$ cat src/rtl/instr_fetch_sequencer_pkg.sv
// Shared types and constants for the instruction fetch sequencer.
package instr_fetch_sequencer_pkg;

    typedef enum logic [1:0] {
        IDLE,
        RUN,
        HALT,
        FAULT
    } fetch_state_e;

    localparam logic [31:0] TEXT_BASE_DEFAULT = 32'h0040_0000;
    localparam int unsigned WORD_BYTES        = 4;

endpackage

$ cat src/rtl/instr_fetch_sequencer_if.sv
// Program-memory read port and decode valid/ready handshake of the fetch sequencer.
interface instr_fetch_sequencer_if #(
    parameter int DATA_WIDTH = 32
);
    import instr_fetch_sequencer_pkg::*;

    logic [DATA_WIDTH-1:0] mem_address_o;
    logic [DATA_WIDTH-1:0] mem_instruction_i;
    logic                  instr_valid_o;
    logic                  instr_ready_i;
    logic [DATA_WIDTH-1:0] instruction_o;
    logic [DATA_WIDTH-1:0] pc_o;

    modport master (
        output mem_address_o,
        input  mem_instruction_i,
        output instr_valid_o,
        input  instr_ready_i,
        output instruction_o,
        output pc_o
    );

    modport slave (
        input  mem_address_o,
        output mem_instruction_i,
        input  instr_valid_o,
        output instr_ready_i,
        input  instruction_o,
        input  pc_o
    );

endinterface

$ cat src/rtl/instr_fetch_sequencer_fetch_fifo.sv
// Prefetch FIFO holding {instruction, pc} pairs; flush clears it in the same cycle.
module instr_fetch_sequencer_fetch_fifo
    import instr_fetch_sequencer_pkg::*;
#(
    parameter int DEPTH = 4,
    parameter int WIDTH = 64
) (
    input  logic             clk,
    input  logic             reset,
    input  logic             push,
    input  logic             pop,
    input  logic             flush,
    input  logic [WIDTH-1:0] wr_data,
    output logic             full,
    output logic             empty,
    output logic [WIDTH-1:0] head
);

    localparam int PTR_W = $clog2(DEPTH);
    localparam int CNT_W = PTR_W + 1;

    logic [PTR_W-1:0] rd_ptr_q, rd_ptr_d;
    logic [PTR_W-1:0] wr_ptr_q, wr_ptr_d;
    logic [CNT_W-1:0] count_q, count_d;
    logic [WIDTH-1:0] mem_q [DEPTH];
    logic [WIDTH-1:0] mem_d [DEPTH];

    // Pointers wrap naturally because DEPTH is a power of two.
    always_comb begin
        rd_ptr_d = rd_ptr_q;
        wr_ptr_d = wr_ptr_q;
        count_d  = count_q;
        mem_d    = mem_q;
        if (flush) begin
            rd_ptr_d = '0;
            wr_ptr_d = '0;
            count_d  = '0;
        end else begin
            if (push) begin
                mem_d[wr_ptr_q] = wr_data;
                wr_ptr_d        = wr_ptr_q + PTR_W'(1);
            end
            if (pop) begin
                rd_ptr_d = rd_ptr_q + PTR_W'(1);
            end
            count_d = count_q + CNT_W'(push) - CNT_W'(pop);
        end
    end

    always_ff @(posedge clk or negedge reset) begin
        if (!reset) begin
            rd_ptr_q <= '0;
            wr_ptr_q <= '0;
            count_q  <= '0;
            for (int i = 0; i < DEPTH; i++) begin
                mem_q[i] <= '0;
            end
        end else begin
            rd_ptr_q <= rd_ptr_d;
            wr_ptr_q <= wr_ptr_d;
            count_q  <= count_d;
            mem_q    <= mem_d;
        end
    end

    assign full  = (count_q == CNT_W'(DEPTH));
    assign empty = (count_q == '0);
    assign head  = mem_q[rd_ptr_q];

endmodule

$ cat src/rtl/instr_fetch_sequencer.sv
// Fetch sequencer: FSM, fetch PC, range check and prefetch FIFO feeding decode.
// Optional FETCH_PERF_EN adds saturating push and full-stall counters.
module instr_fetch_sequencer
    import instr_fetch_sequencer_pkg::*;
#(
    parameter int                    DATA_WIDTH   = 32,
    parameter int                    MEMORY_DEPTH = 32,
    parameter int                    FIFO_DEPTH   = 4,
    parameter logic [DATA_WIDTH-1:0] TEXT_BASE    = DATA_WIDTH'(TEXT_BASE_DEFAULT)
) (
    input  logic                  clk,
    input  logic                  reset,
    input  logic                  enable_i,
    input  logic                  halt_i,
    input  logic                  redirect_i,
    input  logic [DATA_WIDTH-1:0] redirect_pc_i,
    instr_fetch_sequencer_if.master bus,
    output logic                  fault_o
`ifdef FETCH_PERF_EN
    ,
    output logic [31:0]           fetch_count_o,
    output logic [31:0]           stall_count_o
`endif
);

    localparam logic [DATA_WIDTH-1:0] MEM_BYTES = DATA_WIDTH'(MEMORY_DEPTH * WORD_BYTES);
    localparam logic [DATA_WIDTH-1:0] PC_STEP   = DATA_WIDTH'(WORD_BYTES);

    fetch_state_e          state_q, state_d;
    logic [DATA_WIDTH-1:0] fetch_pc_q, fetch_pc_d;
    logic                  fault_q, fault_d;

    logic [DATA_WIDTH-1:0] fetch_offset;
    logic [DATA_WIDTH-1:0] redirect_offset;
    logic                  fetch_in_range;
    logic                  redirect_legal;
    logic                  fifo_full;
    logic                  fifo_empty;
    logic                  pop;
    logic                  push;
    logic [2*DATA_WIDTH-1:0] fifo_head;

    // Offsets are modular, so PCs below TEXT_BASE wrap to huge offsets and fault.
    assign fetch_offset    = fetch_pc_q - TEXT_BASE;
    assign redirect_offset = redirect_pc_i - TEXT_BASE;
    assign fetch_in_range  = (fetch_offset < MEM_BYTES);
    assign redirect_legal  = (redirect_pc_i[1:0] == 2'b00) && (redirect_offset < MEM_BYTES);

    assign pop  = !fifo_empty && bus.instr_ready_i && !redirect_i;
    assign push = (state_q == RUN) && enable_i && !halt_i && !redirect_i
                  && fetch_in_range && (!fifo_full || pop);

    always_comb begin
        state_d    = state_q;
        fetch_pc_d = fetch_pc_q;
        fault_d    = fault_q;
        if (redirect_i) begin
            fetch_pc_d = redirect_pc_i;
            state_d    = redirect_legal ? RUN : FAULT;
            fault_d    = !redirect_legal;
        end else begin
            unique case (state_q)
                IDLE: begin
                    if (enable_i) state_d = RUN;
                end
                RUN: begin
                    if (halt_i || !enable_i) begin
                        state_d = HALT;
                    end else if (!fetch_in_range) begin
                        state_d = FAULT;
                        fault_d = 1'b1;
                    end else if (push) begin
                        fetch_pc_d = fetch_pc_q + PC_STEP;
                    end
                end
                HALT: begin
                    if (enable_i && !halt_i) state_d = RUN;
                end
                FAULT: begin
                    state_d = FAULT;
                end
                default: state_d = IDLE;
            endcase
        end
    end

    always_ff @(posedge clk or negedge reset) begin
        if (!reset) begin
            state_q    <= IDLE;
            fetch_pc_q <= TEXT_BASE;
            fault_q    <= 1'b0;
        end else begin
            state_q    <= state_d;
            fetch_pc_q <= fetch_pc_d;
            fault_q    <= fault_d;
        end
    end

    instr_fetch_sequencer_fetch_fifo #(
        .DEPTH (FIFO_DEPTH),
        .WIDTH (2 * DATA_WIDTH)
    ) u_fetch_fifo (
        .clk     (clk),
        .reset   (reset),
        .push    (push),
        .pop     (pop),
        .flush   (redirect_i),
        .wr_data ({bus.mem_instruction_i, fetch_pc_q}),
        .full    (fifo_full),
        .empty   (fifo_empty),
        .head    (fifo_head)
    );

    assign bus.mem_address_o = fetch_offset;
    assign bus.instr_valid_o = !fifo_empty;
    assign bus.instruction_o = fifo_head[2*DATA_WIDTH-1:DATA_WIDTH];
    assign bus.pc_o          = fifo_head[DATA_WIDTH-1:0];
    assign fault_o           = fault_q;

`ifdef FETCH_PERF_EN
    logic [31:0] fetch_count_q, fetch_count_d;
    logic [31:0] stall_count_q, stall_count_d;

    // Counters survive redirects; only reset clears them.
    always_comb begin
        fetch_count_d = fetch_count_q;
        stall_count_d = stall_count_q;
        if (push && (fetch_count_q != 32'hFFFF_FFFF)) begin
            fetch_count_d = fetch_count_q + 32'd1;
        end
        if ((state_q == RUN) && fifo_full && !pop && (stall_count_q != 32'hFFFF_FFFF)) begin
            stall_count_d = stall_count_q + 32'd1;
        end
    end

    always_ff @(posedge clk or negedge reset) begin
        if (!reset) begin
            fetch_count_q <= '0;
            stall_count_q <= '0;
        end else begin
            fetch_count_q <= fetch_count_d;
            stall_count_q <= stall_count_d;
        end
    end

    assign fetch_count_o = fetch_count_q;
    assign stall_count_o = stall_count_q;
`endif

endmodule

$ cat src/flat_wrapper.sv
// flat-port wrapper written by rule: the top's interface ports become plain ports
module instr_fetch_sequencer_flat import instr_fetch_sequencer_pkg::*;
#(
    parameter int                    DATA_WIDTH   = 32,
    parameter int                    MEMORY_DEPTH = 32,
    parameter int                    FIFO_DEPTH   = 4,
    parameter logic [DATA_WIDTH-1:0] TEXT_BASE    = DATA_WIDTH'(TEXT_BASE_DEFAULT)
)
  (clk, reset, enable_i, halt_i, redirect_i, redirect_pc_i, fault_o, bus_mem_address_o, bus_mem_instruction_i, bus_instr_valid_o, bus_instr_ready_i, bus_instruction_o, bus_pc_o);
  instr_fetch_sequencer_if #(.DATA_WIDTH(DATA_WIDTH)) bus_i ();
  input  logic clk;
  input  logic reset;
  input  logic enable_i;
  input  logic halt_i;
  input  logic redirect_i;
  input  logic [DATA_WIDTH-1:0] redirect_pc_i;
  output logic fault_o;
  output wire logic [$bits(bus_i.mem_address_o)-1:0] bus_mem_address_o;
  input wire logic [$bits(bus_i.mem_instruction_i)-1:0] bus_mem_instruction_i;
  output wire logic [$bits(bus_i.instr_valid_o)-1:0] bus_instr_valid_o;
  input wire logic [$bits(bus_i.instr_ready_i)-1:0] bus_instr_ready_i;
  output wire logic [$bits(bus_i.instruction_o)-1:0] bus_instruction_o;
  output wire logic [$bits(bus_i.pc_o)-1:0] bus_pc_o;
  assign bus_mem_address_o = bus_i.mem_address_o;
  assign bus_i.mem_instruction_i = bus_mem_instruction_i;
  assign bus_instr_valid_o = bus_i.instr_valid_o;
  assign bus_i.instr_ready_i = bus_instr_ready_i;
  assign bus_instruction_o = bus_i.instruction_o;
  assign bus_pc_o = bus_i.pc_o;
  instr_fetch_sequencer #(.DATA_WIDTH(DATA_WIDTH), .MEMORY_DEPTH(MEMORY_DEPTH), .FIFO_DEPTH(FIFO_DEPTH), .TEXT_BASE(TEXT_BASE)) u_core (.clk(clk), .reset(reset), .enable_i(enable_i), .halt_i(halt_i), .redirect_i(redirect_i), .redirect_pc_i(redirect_pc_i), .bus(bus_i), .fault_o(fault_o));
endmodule
$ cat config.mk
export PLATFORM = sky130hd
export DESIGN_NAME = instr_fetch_sequencer_flat
export DESIGN_NICKNAME = d
export VERILOG_FILES = /design/src/rtl/instr_fetch_sequencer_pkg.sv /design/src/rtl/instr_fetch_sequencer_if.sv /design/src/rtl/instr_fetch_sequencer_fetch_fifo.sv /design/src/rtl/instr_fetch_sequencer.sv /design/src/flat_wrapper.sv
export SDC_FILE = /design/constraint.sdc
export NUM_CORES = 1
export LEC_CHECK = 0
export BUFFER_PORTS_ARGS = -buffer_cell sky130_fd_sc_hd__buf_2
export CAP_MARGIN = 20
export CELL_PAD_IN_SITES_DETAIL_PLACEMENT = 0
export CELL_PAD_IN_SITES_GLOBAL_PLACEMENT = 1
export CORE_MARGIN = 2
export CORE_UTILIZATION = 45
export CTS_BUF_LIST = sky130_fd_sc_hd__clkbuf_8
export DETAILED_ROUTE_END_ITERATION = 6
export PLACE_DENSITY = 0.75
export SLEW_MARGIN = 20
export SYNTH_ARGS = -nofsm -noshare
export SYNTH_HDL_FRONTEND = slang
export SYNTH_SLANG_ARGS = --single-unit
$ cat constraint.sdc
create_clock -name clk -period 3.9 [get_ports clk]
set_input_delay 0.78 -clock clk [delete_from_list [all_inputs] [get_ports clk]]
set_output_delay 0.78 -clock clk [all_outputs]
set_load 0.05 [all_outputs]
=== Yosys cells after proc, flatten, opt, wreduce, memory -nomap -nowiden ===
Index checks and enable logic that the tools add are counted.

* Register bits after elaboration: 298
* Input port bits: 70
* Output and inout bits: 98
* Word-level logic and storage cells: 90

* Add/sub/neg operators: 7
* $lt $le $gt $ge: 5
* Equal/unequal tests: 9
* Muxes and demuxes: 27
* Bitwise gates (word level): 3
* Reduce and logical (&&, ||, !) cells: 29

{| class="wikitable"
|+ Operators by type and width
! cell !! number
|-
| bitwise mux 256 bit || 1
|-
| two-way mux 64 bit || 3
|-
| two-way mux 32 bit || 5
|-
| binary-select mux 64 bit (select 2 bit) || 1
|-
| demux 64 bit (select 2 bit) || 1
|-
| less-than comparator 32 x 8 -> 1 bit (second input constant) || 2
|-
| subtractor 32 x 23 -> 32 bit (second input constant) || 2
|-
| adder 32 x 3 -> 32 bit (second input constant) || 1
|-
| two-way mux 2 bit || 10
|-
| logical AND 1 bit || 10
|-
| one-hot mux 2 bit (4 select lines) || 1
|-
| nonzero test 2 bit || 4
|-
| >= comparator 3 bit (second input constant) || 2
|-
| logical NOT 1 bit || 6
|-
| inverter 2 -> 3 bit || 2
|-
| AND reduction 3 bit || 2
|-
| adder 2 x 1 -> 2 bit (second input constant) || 2
|-
| == test 2 bit (second input constant) || 2
|-
| logical NOT 2 bit || 2
|-
| two-way mux 1 bit || 4
|-
| inequality test 2 bit (second input constant) || 2
|-
| inequality test 4 bit (second input constant) || 1
|-
| AND reduction 4 bit || 1
|-
| adder 3 x 1 -> 3 bit || 1
|-
| 11 further kinds || 12
|}

=== Logic depth before layout (Yosys ltp) ===
* Depth in word-level cells: 11
* Mapped depth: 14

=== Cells and area by module ===
A second synthesis with hierarchy kept.

* Cell total of the unflattened synthesis: 859
* Area, all modules: 14579.0 µm²

{| class="wikitable"
|+ Modules (own cells, without submodules)
! module !! times used !! cells an instance !! area each (µm²)
|-
| instr_fetch_sequencer_fetch_fifo || 1 || 659 || 12460.7
|-
| instr_fetch_sequencer || 1 || 200 || 2118.3
|}

=== Worst setup path after synthesis ===
OpenSTA, ideal clock, no wires.

* Kind: register -> register
* Start point: reg u_core.fetch_pc_q[22]
* End point: reg u_core.u_fetch_fifo.count_q[2]
* Library setup time: 0.131 ns
* Arrival: 3.779 ns
* Data required time: 3.769 ns
* Path slack: -0.010 ns
* Cell stages (with the launch flop): 15
* Buffers on the path: 1
* Clock period less this slack: 3.910 ns
* Cells stage by stage: dfstp_2 > clkbuf_1 > inv_1 > ha_1 > xor2_1 > nand4b_4 > nor3_2 > nand2b_1 > ha_1 > inv_1 > ha_1 > inv_1 > fa_1 > xnor2_1 > nor2_1

* Word-level cells in the longest chain between the ends: 7

{| class="wikitable"
|+ RTL lines
! element !! line !! text
|-
| start: declaration || instr_fetch_sequencer.sv:30 || <nowiki>logic [DATA_WIDTH-1:0] fetch_pc_q, fetch_pc_d;</nowiki>
|-
| start signal: assignment || instr_fetch_sequencer.sv:94 || <nowiki>fetch_pc_q <= fetch_pc_d;</nowiki>
|-
| subtractor 32 x 23 -> 32 bit || instr_fetch_sequencer.sv:44 || <nowiki>assign fetch_offset = fetch_pc_q - TEXT_BASE;</nowiki>
|-
| named net bus_mem_address_o[22] || flat_wrapper.sv:18 || <nowiki>output wire logic [$bits(bus_i.mem_address_o)-1:0] bus_mem_address_o;</nowiki>
|-
| less-than comparator 32 x 8 -> 1 bit || instr_fetch_sequencer.sv:46 || <nowiki>assign fetch_in_range = (fetch_offset < MEM_BYTES);</nowiki>
|-
| logical AND 1 bit (2 in a row) || instr_fetch_sequencer.sv:51 || <nowiki>&& fetch_in_range && (!fifo_full || pop);</nowiki>
|-
| adder 3 x 1 -> 3 bit || instr_fetch_sequencer_fetch_fifo.sv:46 || <nowiki>count_d = count_q + CNT_W'(push) - CNT_W'(pop);</nowiki>
|-
| subtractor 3 x 1 -> 3 bit || instr_fetch_sequencer_fetch_fifo.sv:46 ||
|-
| two-way mux 3 bit || instr_fetch_sequencer_fetch_fifo.sv:34 || <nowiki>if (flush) begin</nowiki>
|-
| named net u_core.u_fetch_fifo.count_d[2] || instr_fetch_sequencer_fetch_fifo.sv:24 || <nowiki>logic [CNT_W-1:0] count_q, count_d;</nowiki>
|-
| end signal: assignment || instr_fetch_sequencer_fetch_fifo.sv:61 || <nowiki>count_q <= count_d;</nowiki>
|-
| end: declaration || instr_fetch_sequencer_fetch_fifo.sv:24 ||
|}

The timed path passes the listed nets, and every way through them passes these cells.
A chain may end at the register's enable or synchronous reset.

=== Final worst setup path ===
* Start point: reg u_core.fetch_pc_q[22]
* End point: reg u_core.u_fetch_fifo.mem_q[150] in the netlist's numbering

* Word-level cells in the longest chain between the ends: 5

{| class="wikitable"
|+ RTL lines
! element !! line !! text
|-
| subtractor 32 x 23 -> 32 bit || instr_fetch_sequencer.sv:44 ||
|-
| less-than comparator 32 x 8 -> 1 bit || instr_fetch_sequencer.sv:46 ||
|-
| logical AND 1 bit (2 in a row) || instr_fetch_sequencer.sv:51 ||
|-
| AND reduction 2 bit (no line) || - ||
|-
| end signal: assignment || instr_fetch_sequencer_fetch_fifo.sv:62 || <nowiki>mem_q <= mem_d;</nowiki>
|-
| end: declaration || instr_fetch_sequencer_fetch_fifo.sv:25 || <nowiki>logic [WIDTH-1:0] mem_q [DEPTH];</nowiki>
|}

Parallel ways exist; a longest one is shown, timed or not.

==> summary.txt <==
Power and ir drop
  – Reg power frac: 49.8%
  – Logic gate share of total power: 6.3%
  – Worst VDD drop: 234 uV
  – Switching Share: 25.3%
  – Clock Power Share: 43.9%
  – Sw Pwr: 1.62 mW
  – P per Cell Area: 404 nW/um^2
  – Internal power: 4.77 mW
  – P_leak: 8.22 nW

Synthesis
  – Post-synth EDFFs: 0
  – Seq/Total Area, Yosys: 54.6%
  – Share of the synthesized area in the top cell type: 54.4%
  – Async set-reset flop share out of synthesis: 100%
  – Largest cells by area after synthesis: dfrtp_1, mux2_4, mux4_2
  – Synthesis Warnings: 0
  – Synth Flop Type: dfrtp_1
  – Net Count, Synth: 928
  – Syn Inst Count: 848
  – Area leader, netlist: dfrtp_1
  – Yosys reg bits: 298
  – Cell area after synthesis: 13700 sq um
  – Synthesized area per cell: 16.1 sq um
  – Synth unique cells: 53

Floorplanning
  – Rows: 63
  – Core ar.: 29800 sq um
  – Die H: 178 um
  – Die W: 178 um
  – Starting Density: 45.8%
  – Die Footprint: 31800 sq um
  – Boundary Pins: 168

Clock network
  – Clock Tree Buf Depth: 3
  – Clock Pin Slew Worst Setup and Hold Paths: 60 ps
  – Clock sink total: 298
  – CTS H-tree lvls: 2
  – CTS tree: done
  – Clock Latency Late Sink: 580 ps
  – Post-cts resize count: 0
  – Num CTS Buffers: 50
  – Root Driver: clkbuf_8
  – Postcts setup bufs: 0
  – Hold Buf Count CTS: 0

Detailed routing
  – Vias: 7547
  – Number of remaining DRC errors: 0
  – Routed WL: 28800 um
  – First-pass DRT Iterations: 4
  – Via density: 5.21
  – Post-route antenna net violation count: 0
  – Avg WL per Cell: 19.9 um
  – Detailed Route Iter0 Violations: 365

STA
  – Slew margin rel.: 51.1%
  – Hold Violations, Final: 0
  – Max-slew violation count: 0
  – Period utilization: 86.1%
  – Hold Worst Slack: 193 ps
  – F_max: 298 MHz
  – Minimum clock period: 3360 ps
  – Skew final: 20.3 ps
  – Setup TNS: 0 ps
  – RSZ-0062 raised after global routing: no
  – Count of final setup violators: 0
  – Slew at the pin with the worst max-slew slack: 733 ps

Finish
  – Final Non-Filler Cells: 1448
  – Share of layout cells above drive strength 1: 50.1%
  – Nets: 1098
  – P&R area growth vs syn: 16.0%
  – Final core utilization: 53.2%
  – # fillers: 2452
  – ANT cells: 0

GRT
  – Grt total ovfl: 0
  – Number of global-route vias before repair: 8277
  – GRT Overall Usage: 19.0%
  – Largest net degree at the start of global routing: 89
  – First-pass GRT wire length: 47100 um
  – Antenna violations before repair: 2

Hold path
  – Hold Path Class: in -> async

Critical path
  – CP max FO: 19
  – Critical Path AT: 3810 ps
  – Setup Crit Path Kind: reg -> reg
  – Data required time of the worst path: 4360 ps
  – Worst Setup End Kind: register
  – Startpoint Class: register

Job
  – Max Cap Viol: 0

Placed design
  – Dpl hpwl: 18300 um
  – Routability congestion estimate: 0.771
  – Buffers on Ports: 167
  – Placed cell count: 1356

Outcome
  – Outcome: finished clean
-- power by group through the flow --
stage	Clock, mW	Sequential (mW)	Combinational, mW
2_1_floorplan	0	3.21	0.271
3_5_place_dp	0	3.24	0.406
4_1_cts	2.91	3.19	0.409
6_report	2.81	3.19	0.402
5_1_grt	3.05	3.19	0.438
3_3_place_gp	0	3.24	0.407
-- logic make-up (layout without fill, tap and decap cells) --
group / count (synthesis) / after routing / share of synthesized area [%]
DFF: 298 / 298 / 54.6
and+or+nand+nor: 160 / 160 / 7.73
xor gates and xnor gates: 16 / 16 / 1.03
adders and majority gates: 10 / 10 / 0.971
muxes: 263 / 263 / 30.8
buffers and inverters: 80 / 290 / 3.79
AOI/OAI and AO/OA: 21 / 21 / 1.04
-- per-layer routing --
metal  up-vias  part of all wire, %  GRT usage, %
met4         2                  2.4          5.83
met2       205                   43          27.8
met5         -                0.045             0
met1      3905                   48          27.9
met3        57                  6.1          4.75
li1       3378                    -             -
-- worst max-delay path: stages, from the launching register on --
cell and delay [ps]:
dfstp_2 680, inv_1 100, ha_1 310, xor2_2 210
nand4b_4 260, nor3_4 510, nand3_4 440, buf_4 390
mux2_4 320
-- layout by cell type (no fill, tap or decap), types with 11 or more instances in the layout --
master	n
and2_1	84
buf_2	166
buf_4	12
clkbuf_8	67
dfrtp_1	295
inv_1	24
mux2_1	16
mux2_2	42
mux2_4	140
mux4_2	64
nand2_1	12
nor2_1	17
o21ai_0	11
-- area by class of cell --
cell class                 count  area (sq um)  area share, %
clock buffer                  67           922           5.82
clock inverter                25           115          0.727
inverter                       9          33.8          0.213
multi-input combinational    470          5690           35.9
sequential                   298          7460           47.1
tap                          390           488           3.08
timing repair buffer         189          1140           7.17
-- sequential cells by signal, indices dropped and copies added (netlist names) --
| name | count |
|---|---|
| u_core.u_fetch_fifo.rd_ptr_q | 2 |
| u_core.u_fetch_fifo.count_q | 3 |
| u_core.u_fetch_fifo.wr_ptr_q | 2 |
| u_core.u_fetch_fifo.mem_q | 256 |
| u_core.state_q | 2 |
| u_core.fetch_pc_q | 32 |
| u_core.fault_o | 1 |
-- stage by stage --
| step | worst slack (ps) | total power, mW | area (sq um) |
|---|---|---|---|
| 2_1_floorplan | 215 | 3.48 | 13700 |
| 3_3_place_gp | 489 | 3.65 | 14800 |
| 3_5_place_dp | 503 | 3.65 | 14800 |
| 4_1_cts | 507 | 6.51 | 15800 |
| 5_1_grt | 362 | 6.68 | 15800 |
| 6_report | 542 | 6.40 | 15800 |
-- path summary, 6_finish.rpt --
| check | from | end | slack [ps] | cells after the start |
|---|---|---|---|---|
| min | reset | u_core.u_fetch_fifo.mem_q[186] | 190 | 1 |
| min in group clk | redirect_pc_i[4] | u_core.fetch_pc_q[4] | 440 | 3 |
| max in group asynchronous | reset | u_core.u_fetch_fifo.mem_q[101] | 2660 | 2 |
| min reg2reg | u_core.u_fetch_fifo.mem_q[19] | u_core.u_fetch_fifo.mem_q[19] | 480 | 1 |
| max | u_core.fetch_pc_q[22] | u_core.u_fetch_fifo.mem_q[150] | 540 | 8 |
| max reg2reg | u_core.fetch_pc_q[22] | u_core.u_fetch_fifo.mem_q[150] | 540 | 8 |
-- synthesized netlist by cell type, types with 2 or more instances --
| cell | n |
|---|---|
| nor2_1 | 17 |
| clkbuf_1 | 20 |
| and2_1 | 84 |
| nor4b_1 | 3 |
| nand3_1 | 6 |
| o21ai_0 | 11 |
| ha_1 | 9 |
| inv_1 | 9 |
| dfrtp_1 | 297 |
| nand2_1 | 12 |
| mux2_4 | 140 |
| buf_2 | 6 |
| buf_1 | 6 |
| mux4_2 | 64 |
| nor3_1 | 2 |
| buf_6 | 17 |
| nor4bb_1 | 2 |
| a21oi_1 | 2 |
| xor2_1 | 6 |
| nand2b_1 | 2 |
| xnor2_1 | 10 |
| nor4_1 | 10 |
| mux2_2 | 42 |
| or4_1 | 2 |
| or3_1 | 2 |
| mux2_1 | 16 |
| nand3_4 | 4 |
| buf_4 | 22 |
Note: power is estimated with default switching activity, not from simulation.
